### config.mk
export PLATFORM = sky130hd
export DESIGN_NAME = fp_int_acc_flat
export DESIGN_NICKNAME = d
export VERILOG_FILES = /design/src/rtl/fp_int_acc_pkg.sv /design/src/rtl/fp_int_acc_if.sv /design/src/rtl/fp_int_acc_align.sv /design/src/rtl/fp_int_acc.sv /design/src/flat_wrapper.sv
export SDC_FILE = /design/constraint.sdc
export NUM_CORES = 1
export LEC_CHECK = 0
export ABC_CLOCK_PERIOD_IN_PS = 6850
export CORE_ASPECT_RATIO = 1.2
export CORE_MARGIN = 4
export CORE_UTILIZATION = 27
export DETAILED_ROUTE_END_ITERATION = 6
export GPL_TIMING_DRIVEN = 0
export HOLD_SLACK_MARGIN = 0.08
export PLACE_DENSITY = 0.49
export SLEW_MARGIN = 20
export SYNTH_ARGS = -nofsm -noshare
export SYNTH_HDL_FRONTEND = slang
export SYNTH_SLANG_ARGS = --single-unit
### constraint.sdc
create_clock -name clk -period 6.85 [get_ports clk]
set_input_delay 0.685 -clock clk [delete_from_list [all_inputs] [get_ports clk]]
set_output_delay 0.685 -clock clk [all_outputs]
set_load 0.02 [all_outputs]
### src/rtl/fp_int_acc_pkg.sv
// Shared constants for the fp16 x int product accumulator: fp16 field layout,
// fixed-point mantissa format and default-width saturation bounds.
package fp_int_acc_pkg;

    localparam int EXP_W      = 5;
    localparam int MAN_W      = 10;
    localparam int FP16_BIAS  = 15;

    // Product magnitude from the serial multiplier: unsigned 4.10 fixed point.
    localparam int MANT_FIX_W = 14;
    localparam int MANT_FRAC  = 10;

    // Exponent value reserved for inf/NaN.
    localparam logic [EXP_W-1:0] EXP_INF = '1;

    // Saturation bounds for the default 32-bit accumulator.
    localparam logic signed [31:0] ACC_MAX = 32'sh7FFF_FFFF;
    localparam logic signed [31:0] ACC_MIN = 32'sh8000_0000;

endpackage

### src/rtl/fp_int_acc_if.sv
// Product input / partial-sum output bundle between the multiplier,
// the accumulator and the downstream consumer.
interface fp_int_acc_if
    import fp_int_acc_pkg::*;
#(
    parameter int ACC_WIDTH = 32,
    parameter int LEN_W     = 8
);
    logic                        sign_in;
    logic [EXP_W-1:0]            exp_in;
    logic [MANT_FIX_W-1:0]       mantissa_in;
    logic                        start_acc;
    logic                        clear;
    logic [LEN_W-1:0]            acc_len;
    logic signed [ACC_WIDTH-1:0] acc_out;
    logic                        out_valid;
    logic                        ovf;
    logic [LEN_W-1:0]            term_cnt;

    modport master (
        output sign_in, exp_in, mantissa_in, start_acc, clear, acc_len,
        input  acc_out, out_valid, ovf, term_cnt
    );

    modport slave (
        input  sign_in, exp_in, mantissa_in, start_acc, clear, acc_len,
        output acc_out, out_valid, ovf, term_cnt
    );
endinterface

### src/rtl/fp_int_acc_align.sv
// Combinational exponent alignment: turns a sign / fp16 exponent / 4.10
// magnitude triple into a signed fixed-point term of the accumulator width.
module fp_int_align
    import fp_int_acc_pkg::*;
#(
    parameter int ACC_WIDTH = 32,
    parameter int SHR       = 16
) (
    input  logic                        sign_i,
    input  logic [EXP_W-1:0]            exp_i,
    input  logic [MANT_FIX_W-1:0]       mant_i,
    output logic signed [ACC_WIDTH-1:0] term_o,
    output logic                        inf_o
);
    // Wide enough to hold the mantissa shifted by the largest exponent.
    localparam int SH_W = MANT_FIX_W + (1 << EXP_W) - 1;

    localparam logic signed [ACC_WIDTH-1:0] SAT_MAX = {1'b0, {(ACC_WIDTH-1){1'b1}}};
    localparam logic signed [ACC_WIDTH-1:0] SAT_MIN = {1'b1, {(ACC_WIDTH-1){1'b0}}};

    logic [SH_W-1:0]      shifted;
    logic [SH_W-1:0]      mag;
    logic [ACC_WIDTH-1:0] mag_fit;

    // Align, drop SHR fraction bits (truncate toward zero), apply sign.
    always_comb begin
        shifted = {{(SH_W-MANT_FIX_W){1'b0}}, mant_i} << exp_i;
        mag     = shifted >> SHR;
        // Magnitudes that cannot be represented clamp to +max; never hit
        // for the default 32-bit / SHR=16 configuration.
        mag_fit = (|mag[SH_W-1:ACC_WIDTH-1]) ? SAT_MAX : mag[ACC_WIDTH-1:0];
        inf_o   = (exp_i == EXP_INF);
        if (inf_o)
            term_o = sign_i ? SAT_MIN : SAT_MAX;
        else
            term_o = sign_i ? -$signed(mag_fit) : $signed(mag_fit);
    end
endmodule

### src/rtl/fp_int_acc.sv
// Two-stage accumulator: S1 registers the aligned product, S2 performs a
// saturating add into the running group sum and publishes it on group close.
module fp_int_acc
    import fp_int_acc_pkg::*;
#(
    parameter int ACC_WIDTH = 32,
    parameter int SHR       = 16,
    parameter int LEN_W     = 8
) (
    input  logic          clk,
    input  logic          rst,
    fp_int_acc_if.slave   bus
);
    localparam logic signed [ACC_WIDTH-1:0] SAT_MAX = {1'b0, {(ACC_WIDTH-1){1'b1}}};
    localparam logic signed [ACC_WIDTH-1:0] SAT_MIN = {1'b1, {(ACC_WIDTH-1){1'b0}}};

    logic signed [ACC_WIDTH-1:0] al_term;
    logic                        al_inf;

    logic                        s1_valid_q, s1_valid_d;
    logic signed [ACC_WIDTH-1:0] s1_term_q,  s1_term_d;
    logic                        s1_inf_q,   s1_inf_d;

    logic signed [ACC_WIDTH-1:0] acc_q,      acc_d;
    logic [LEN_W-1:0]            cnt_q,      cnt_d;
    logic [LEN_W-1:0]            len_q,      len_d;
    logic                        ovf_q,      ovf_d;
    logic signed [ACC_WIDTH-1:0] acc_out_q,  acc_out_d;
    logic                        out_vld_q,  out_vld_d;

    logic                        first;
    logic signed [ACC_WIDTH-1:0] base;
    logic signed [ACC_WIDTH:0]   wide;
    logic                        add_ovf;
    logic signed [ACC_WIDTH-1:0] sum;
    logic [LEN_W-1:0]            len_eff;
    logic [LEN_W-1:0]            cnt_inc;
    logic                        grp_ovf;
    logic                        close;

    fp_int_align #(
        .ACC_WIDTH (ACC_WIDTH),
        .SHR       (SHR)
    ) u_align (
        .sign_i (bus.sign_in),
        .exp_i  (bus.exp_in),
        .mant_i (bus.mantissa_in),
        .term_o (al_term),
        .inf_o  (al_inf)
    );

    // S1: capture the aligned term; clear in the same cycle drops it.
    always_comb begin
        s1_valid_d = bus.start_acc & ~bus.clear;
        s1_term_d  = s1_term_q;
        s1_inf_d   = s1_inf_q;
        if (bus.start_acc) begin
            s1_term_d = al_term;
            s1_inf_d  = al_inf;
        end
    end

    // S2: saturating accumulate, group-length bookkeeping and result publish.
    always_comb begin
        first   = (cnt_q == '0);
        base    = first ? '0 : acc_q;
        wide    = {base[ACC_WIDTH-1], base} + {s1_term_q[ACC_WIDTH-1], s1_term_q};
        add_ovf = wide[ACC_WIDTH] ^ wide[ACC_WIDTH-1];
        sum     = add_ovf ? (wide[ACC_WIDTH] ? SAT_MIN : SAT_MAX) : wide[ACC_WIDTH-1:0];
        // Group length is latched with the first term so mid-group changes wait.
        len_eff = first ? ((bus.acc_len == '0) ? LEN_W'(1) : bus.acc_len) : len_q;
        cnt_inc = cnt_q + LEN_W'(1);
        grp_ovf = (~first & ovf_q) | add_ovf | s1_inf_q;
        close   = (cnt_inc == len_eff);

        acc_d     = acc_q;
        cnt_d     = cnt_q;
        len_d     = len_q;
        // ovf stays visible alongside the published result for one cycle.
        ovf_d     = out_vld_q ? 1'b0 : ovf_q;
        acc_out_d = acc_out_q;
        out_vld_d = 1'b0;

        if (bus.clear) begin
            acc_d = '0;
            cnt_d = '0;
            ovf_d = 1'b0;
        end else if (s1_valid_q) begin
            acc_d = sum;
            len_d = len_eff;
            ovf_d = grp_ovf;
            if (close) begin
                acc_out_d = sum;
                out_vld_d = 1'b1;
                cnt_d     = '0;
            end else begin
                cnt_d     = cnt_inc;
            end
        end
    end

    // State registers with synchronous active-low reset.
    always_ff @(posedge clk) begin
        if (!rst) begin
            s1_valid_q <= 1'b0;
            s1_term_q  <= '0;
            s1_inf_q   <= 1'b0;
            acc_q      <= '0;
            cnt_q      <= '0;
            len_q      <= '0;
            ovf_q      <= 1'b0;
            acc_out_q  <= '0;
            out_vld_q  <= 1'b0;
        end else begin
            s1_valid_q <= s1_valid_d;
            s1_term_q  <= s1_term_d;
            s1_inf_q   <= s1_inf_d;
            acc_q      <= acc_d;
            cnt_q      <= cnt_d;
            len_q      <= len_d;
            ovf_q      <= ovf_d;
            acc_out_q  <= acc_out_d;
            out_vld_q  <= out_vld_d;
        end
    end

    assign bus.acc_out   = acc_out_q;
    assign bus.out_valid = out_vld_q;
    assign bus.ovf       = ovf_q;
    assign bus.term_cnt  = cnt_q;
endmodule

### src/flat_wrapper.sv
// flat-port wrapper written by rule: the top's interface ports become plain ports
module fp_int_acc_flat import fp_int_acc_pkg::*;
#(
    parameter int ACC_WIDTH = 32,
    parameter int SHR       = 16,
    parameter int LEN_W     = 8
)
  (clk, rst, bus_sign_in, bus_exp_in, bus_mantissa_in, bus_start_acc, bus_clear, bus_acc_len, bus_acc_out, bus_out_valid, bus_ovf, bus_term_cnt);
  fp_int_acc_if #(.ACC_WIDTH(ACC_WIDTH), .LEN_W(LEN_W)) bus_i ();
  input  logic clk;
  input  logic rst;
  input wire logic [$bits(bus_i.sign_in)-1:0] bus_sign_in;
  input wire logic [$bits(bus_i.exp_in)-1:0] bus_exp_in;
  input wire logic [$bits(bus_i.mantissa_in)-1:0] bus_mantissa_in;
  input wire logic [$bits(bus_i.start_acc)-1:0] bus_start_acc;
  input wire logic [$bits(bus_i.clear)-1:0] bus_clear;
  input wire logic [$bits(bus_i.acc_len)-1:0] bus_acc_len;
  output wire logic [$bits(bus_i.acc_out)-1:0] bus_acc_out;
  output wire logic [$bits(bus_i.out_valid)-1:0] bus_out_valid;
  output wire logic [$bits(bus_i.ovf)-1:0] bus_ovf;
  output wire logic [$bits(bus_i.term_cnt)-1:0] bus_term_cnt;
  assign bus_i.sign_in = bus_sign_in;
  assign bus_i.exp_in = bus_exp_in;
  assign bus_i.mantissa_in = bus_mantissa_in;
  assign bus_i.start_acc = bus_start_acc;
  assign bus_i.clear = bus_clear;
  assign bus_i.acc_len = bus_acc_len;
  assign bus_acc_out = bus_i.acc_out;
  assign bus_out_valid = bus_i.out_valid;
  assign bus_ovf = bus_i.ovf;
  assign bus_term_cnt = bus_i.term_cnt;
  fp_int_acc #(.ACC_WIDTH(ACC_WIDTH), .SHR(SHR), .LEN_W(LEN_W)) u_core (.clk(clk), .rst(rst), .bus(bus_i));
endmodule
## Yosys cells after proc, flatten, opt, wreduce, memory -nomap -nowiden

Index checks and enable logic that the tools add are counted.

- Register bits: 116
- Memory bits (writable): 0
- Word-level logic and storage cells: 43
- Latch bits: 0
- Memory bits (read-only): 0
- Bits of input ports: 32
- Memories: 0
- Output and inout bits: 42

- Equality and inequality tests: 2
- Bitwise logic cells: 9
- Reductions and logical operators: 7
- Order comparisons: 0
- Div/mod/pow operators: 0
- Shift-type cells: 1
- Add/sub/neg operators: 3
- Muxes and demuxes: 12
- $mul: 0

Operator list:

| kind | count |
|---|---|
| $mux 32 | 6 |
| $shl 14x5->45 | 1 |
| $add 32x32->33 | 1 |
| $neg 29->32 | 1 |
| $mux 8 | 3 |
| $logic_not 8->1 | 2 |
| $add 8x1->8 const B | 1 |
| $eq 8x8->1 | 1 |
| $eq 5x5->1 const B | 1 |
| $not 1->1 | 4 |
| $mux 1 | 3 |
| $reduce_and 3->1 | 1 |
| $reduce_or 3->1 | 1 |
| $and 1x1->1 | 2 |
| $or 1x1->1 | 2 |
| $reduce_and 2->1 | 1 |
| $reduce_bool 2->1 | 1 |
| $reduce_or 2->1 | 1 |
| $xor 1x1->1 | 1 |

## Longest topological paths before layout

- Word-level depth: 7
- Gate-level depth with buffers: 20
- Gate-level depth less buffers: 17

## By module

A second synthesis with hierarchy kept.

- Cell total of the unflattened synthesis: 1122
- Area, all modules: 9128.8 um^2

By module, submodules not included:

| module | area an instance (um^2) | sequential area each (um^2) | cells each | times used |
|---|---|---|---|---|
| fp_int_acc | 6872.8 | 2322.2 | 808 | 1 |
| fp_int_align | 2255.9 | 0.0 | 314 | 1 |

## Least setup slack after synthesis

OpenSTA, ideal clock, no wires.

- Path type: register -> register
- Start point: register u_core.cnt_q[0] (netlist: u_core.bus.term_cnt[0])
- End point: register u_core.acc_q[7]
- Stages on the path, launching flop included: 20
- Clock period less this slack: 5.029 ns
- Arrival: 4.959 ns
- Slack: 1.821 ns
- Path buffers: 4
- Setup time: 0.070 ns
- Required time: 6.780 ns
- Path through: dfxtp_1 -> inv_1 -> ha_1 -> nor4b_1 -> nand2_1 -> clkbuf_1 -> clkbuf_1 -> and2_1 -> ha_1 -> a21o_1 -> a21o_1 -> a2111oi_0 -> o311ai_0 -> a221oi_1 -> o21a_1 -> buf_2 -> mux2i_1 -> clkbuf_1 -> o21ai_0 -> a21oi_1

- Word-level cells in the longest chain between the ends: 5
- Elaborated cells between the ends (all ways): 6
- Those cells by class: add/sub (1); mux (3); bitwise (1); reduce/logical (1)

RTL lines:

| what | RTL line | text |
|---|---|---|
| from (decl) | fp_int_acc.sv:25 | `logic [LEN_W-1:0] cnt_q, cnt_d;` |
| from (signal assigned) | fp_int_acc.sv:119 | `cnt_q <= cnt_d;` |
| $logic_not 8->1 (*) | fp_int_acc.sv:65 | `first = (cnt_q == '0);` |
| $mux 32 (*) | fp_int_acc.sv:66 | `base = first ? '0 : acc_q;` |
| $add 32x32->33 (*) | fp_int_acc.sv:67 | `wide = {base[ACC_WIDTH-1], base} + {s1_term_q[ACC_WIDTH-1], s1_term_q};` |
| $mux 32 or $xor 1x1->1 (tied branches) | fp_int_acc.sv:69, fp_int_acc.sv:68 |  |
| $mux 32 (*) | fp_int_acc.sv:69 | `sum = add_ovf ? (wide[ACC_WIDTH] ? SAT_MIN : SAT_MAX) : wide[ACC_WIDTH-1:0];` |
| to (signal assigned) | fp_int_acc.sv:108 | `acc_q <= '0;` |
| to (signal assigned) | fp_int_acc.sv:118 | `acc_q <= acc_d;` |
| to (decl) | fp_int_acc.sv:24 | `logic signed [ACC_WIDTH-1:0] acc_q, acc_d;` |

Mark *: on every way between the ends. The rest lies on a longest branch, timed or not.
A chain may end at the register's enable or synchronous reset.

## Final worst setup path

- Start point: register u_core.cnt_q[0] (netlist: u_core.bus.term_cnt[0])
- End point: register u_core.acc_q[30]

Same word-level chain as after synthesis.

==> reports/results.ini <==
[status]
outcome = finished, final reports clean

[timing]
rsz0062_at_grt = no
tns_ns = 0
finalCritPeriodShare_pct = 94.5
skew_ns = 0.00664
hold_violations = 0
setup_violations = 0
period_minus_slack_ns = 6.47
clock.fmax_ghz = 0.155
slew_violations = 0
relSlewSlack_pct = 38.3
holdWs_ns = 0.463
tightest_slew_ns = 0.916

[global_route]
grt_pass1_vias = 8747
grt_overflow_total = 0
grt_max_degree = 17
antenna_found_initial = 0
track_usage_pct = 16.8
grt_pass1_wl_um = 48300

[yosys]
ys_seq_area_share_pct = 26.2
syn-mean-instance-area_sq_um = 7.71
synth-edff-count = 0
synth.area.mux_share_pct = 10.3
netlist_top_cells_count = a21oi_1 (155), o21ai_0 (123), dfxtp_1 (116), nand2_1 (93), nor2_1 (72)
synth_seq_cells = 116
synthFlopType = dfxtp_1
netlist.area_leader.share_pct = 26.2
syn_inst = 1149
yosys_warnings = 0
synth_area_leaders = dfxtp_1 (26%), a21oi_1 (8.8%), o21ai_0 (7.0%)
netlist.top_cell.by_area = dfxtp_1
synth.most_common_cell = a21oi_1
yosysUniqueCellTypes = 82
async_reset_ff_share_pct = 0
synth_top_family_by_area = compound AO/OA/AOI/OAI gates
netlist_area_sq_um = 8860
synthesis.nets = 1217
synth_compound_area_share_pct = 29.1
synth_fa_ha_area_share_pct = 5.17
synth-simple-area-share_pct = 20.0
synth_xor_area_share_pct = 4.55

[placement]
gp_congestion = 0.923
dp_hpwl_um = 24500
place_area_sq_um = 10100
numPortBuffers = 71

[route]
met2_length_um = 14800
met1_length_um = 14000
drt_iter0_markers = 561
vias = 8980
firstDrtPassIters = 6
drc = 0
ant_nets = 0
dr.max_layer_used = met4
wl_per_cell_um = 18.6
viasPerCell = 5.42
wl_um = 30900
dr_wl_met3_um = 1380

[pwr]
internal_power_mw = 1.42
irDropWorstVdd_mv = 0.0959
p_comb_share_pct = 20.0
power_frac_seq_pct = 35.5
p_switching_uw = 593
power_mw = 2.01
p_sw_share_pct = 29.5
p_leak_nw = 4.07
clkPwrFrac_pct = 44.5
powerDensity_nw_per_um2 = 188

[hold_path]
worstHoldPathCells = 2
hold_path_class = flop to flop

[cells_and_area]
regArea_sq_um = 2320
diodes = 0
post_route_cells_drive_above_1_share_pct = 6.41
multi_input_area_sq_um = 6140
final_area_sq_um = 10700
utilization_pct = 33.0
fin_nets = 1307
area_growth_pct = 20.5
nFillCells = 3415

[worst_setup_path]
cp_cell_sequence = inv_1 -> ha_1 -> nor4b_1 -> nand2_1 -> clkbuf_1 -> clkbuf_1 -> and2_1 -> ha_1 -> a21o_1 -> a21o_1 -> a2111oi_1 -> o311ai_0 -> a221oi_1 -> o21a_1 -> buf_2 -> mux2i_2 -> clkbuf_1 -> o21ai_0 -> a21oi_1
crit_type = flop to flop
slowest_stage = a2111oi_1
cpPeakStageDelay_ns = 0.61
cp.arrival_ns = 6.82
required_ns = 7.19
r2r_cells = 19
crit_path_end_kind = flop
timing.critical_path.mode_cell = clkbuf_1
start_kind = flop
path_max_fanout = 10

[clock_tree]
cts_buffer_depth = 2
cts_sinks = 116
clk_pin_slew_ns = 0.05
clk_latency_ns = 0.42
cts-root-buf = clkbuf_16
cts_tree = built
h-tree-depth = 4
cts-buffers-inserted = 17
cts_setup_buffers = 0

[floorplanning]
die_w_um = 173
initial_core_util_pct = 27.4
dieArea_sq_um = 35800
ios = 74
core_area_sq_um = 32300
rows = 72
die_y_um = 206

[run]
maxCapViolCount = 0

[path summary, 6_finish.rpt]
path	startpoint	end	slack (ns)
setup / recovery	u_core.bus.term_cnt[0]$_SDFFE_PP0P_	u_core.acc_q[30]$_SDFFE_PP0P_	0.38
hold / removal	u_core.bus.acc_out[0]$_SDFFE_PN0P_	u_core.bus.acc_out[0]$_SDFFE_PN0P_	0.46
setup reg to reg	u_core.bus.term_cnt[0]$_SDFFE_PP0P_	u_core.acc_q[30]$_SDFFE_PP0P_	0.38
hold reg to reg	u_core.bus.acc_out[0]$_SDFFE_PN0P_	u_core.bus.acc_out[0]$_SDFFE_PN0P_	0.46
[flip-flops by register name (all words and copies together) (netlist names)]
signal	count
u_core.bus.acc_out	32
u_core.bus.term_cnt	8
u_core.acc_q	32
u_core.s1_term_q	32
u_core.s1_inf_q	1
u_core.bus.out_valid	1
u_core.len_q	8
u_core.s1_valid_q	1
u_core.bus.ovf	1
[routing by layer]
layer | track usage, % | vias to the layer above
met5 | 0 | -
met4 | 6.22 | 0
met3 | 2.14 | 49
met2 | 29.0 | 280
met1 | 21.5 | 4213
li1 | - | 4438
[final cells by class]
class / count / share of cell area [%]
Multi-Input combinational cell: 927 / 57.5
Sequential cell: 116 / 21.8
Timing Repair Buffer: 71 / 6.66
Tap cell: 407 / 4.77
Clock buffer: 19 / 4.15
Buffer: 75 / 2.79
Clock inverter: 10 / 1.27
Inverter: 31 / 1.09
[worst max-delay path, delay by kind of cell (launching register included)]
family	cells	cell delay [ns]
mux	1	0.54
buf+inv	5	1.71
compound gates	8	2.58
flops	1	0.47
simple gates	3	0.59
fa+ha+maj	2	0.50
[timing repair]
| item | 4_1_cts | 5_1_grt |
|---|---|---|
| hold buffers | 0 | 0 |
| gates resized for setup | 0 | 3 |
| setup endpoints to repair | 0 | 37 |
[per-stage QoR]
stage	setup WS, ns	instances
5_1_grt	0.0288	1656
4_1_cts	0.0204	1656
6_report	0.378	1656
3_5_place_dp	0.0644	1627
2_1_floorplan	1.82	1149
3_3_place_gp	0.0217	1627
[cells by family after synthesis]
group                    after synthesis
AND/OR/NAND/NOR                      348
AO/OA/AOI/OAI                        425
buffers and inverters                106
multiplexers                          72
adder cells (fa/ha/maj)               36
flip-flops                           116
XOR/XNOR                              46
[cells in the final DEF (no fill, tap or decap), types with 13 or more instances in the layout]
master,instances
a21o_1,18
a21oi_1,155
and2_1,39
and3_1,13
clkbuf_1,66
clkbuf_16,17
clkdlybuf4s50_1,71
dfxtp_1,116
ha_1,35
inv_1,30
mux2i_1,44
mux4_2,14
nand2_1,93
nand3_1,31
nor2_1,72
nor3_1,24
o211ai_1,14
o21ai_0,123
xnor2_1,34
[power groups by stage]
| stage | Sequential, mW | Combinational (mW) | Clock [mW] |
|---|---|---|---|
| after CTS | 0.715 | 0.399 | 0.910 |
| final | 0.715 | 0.402 | 0.894 |
| after floorplan | 0.720 | 0.273 | 0 |
| after global routing | 0.717 | 0.443 | 0.941 |
| after detailed placement | 0.729 | 0.397 | 0 |
| after global placement | 0.728 | 0.397 | 0 |
(Power assumes the default switching activity.)
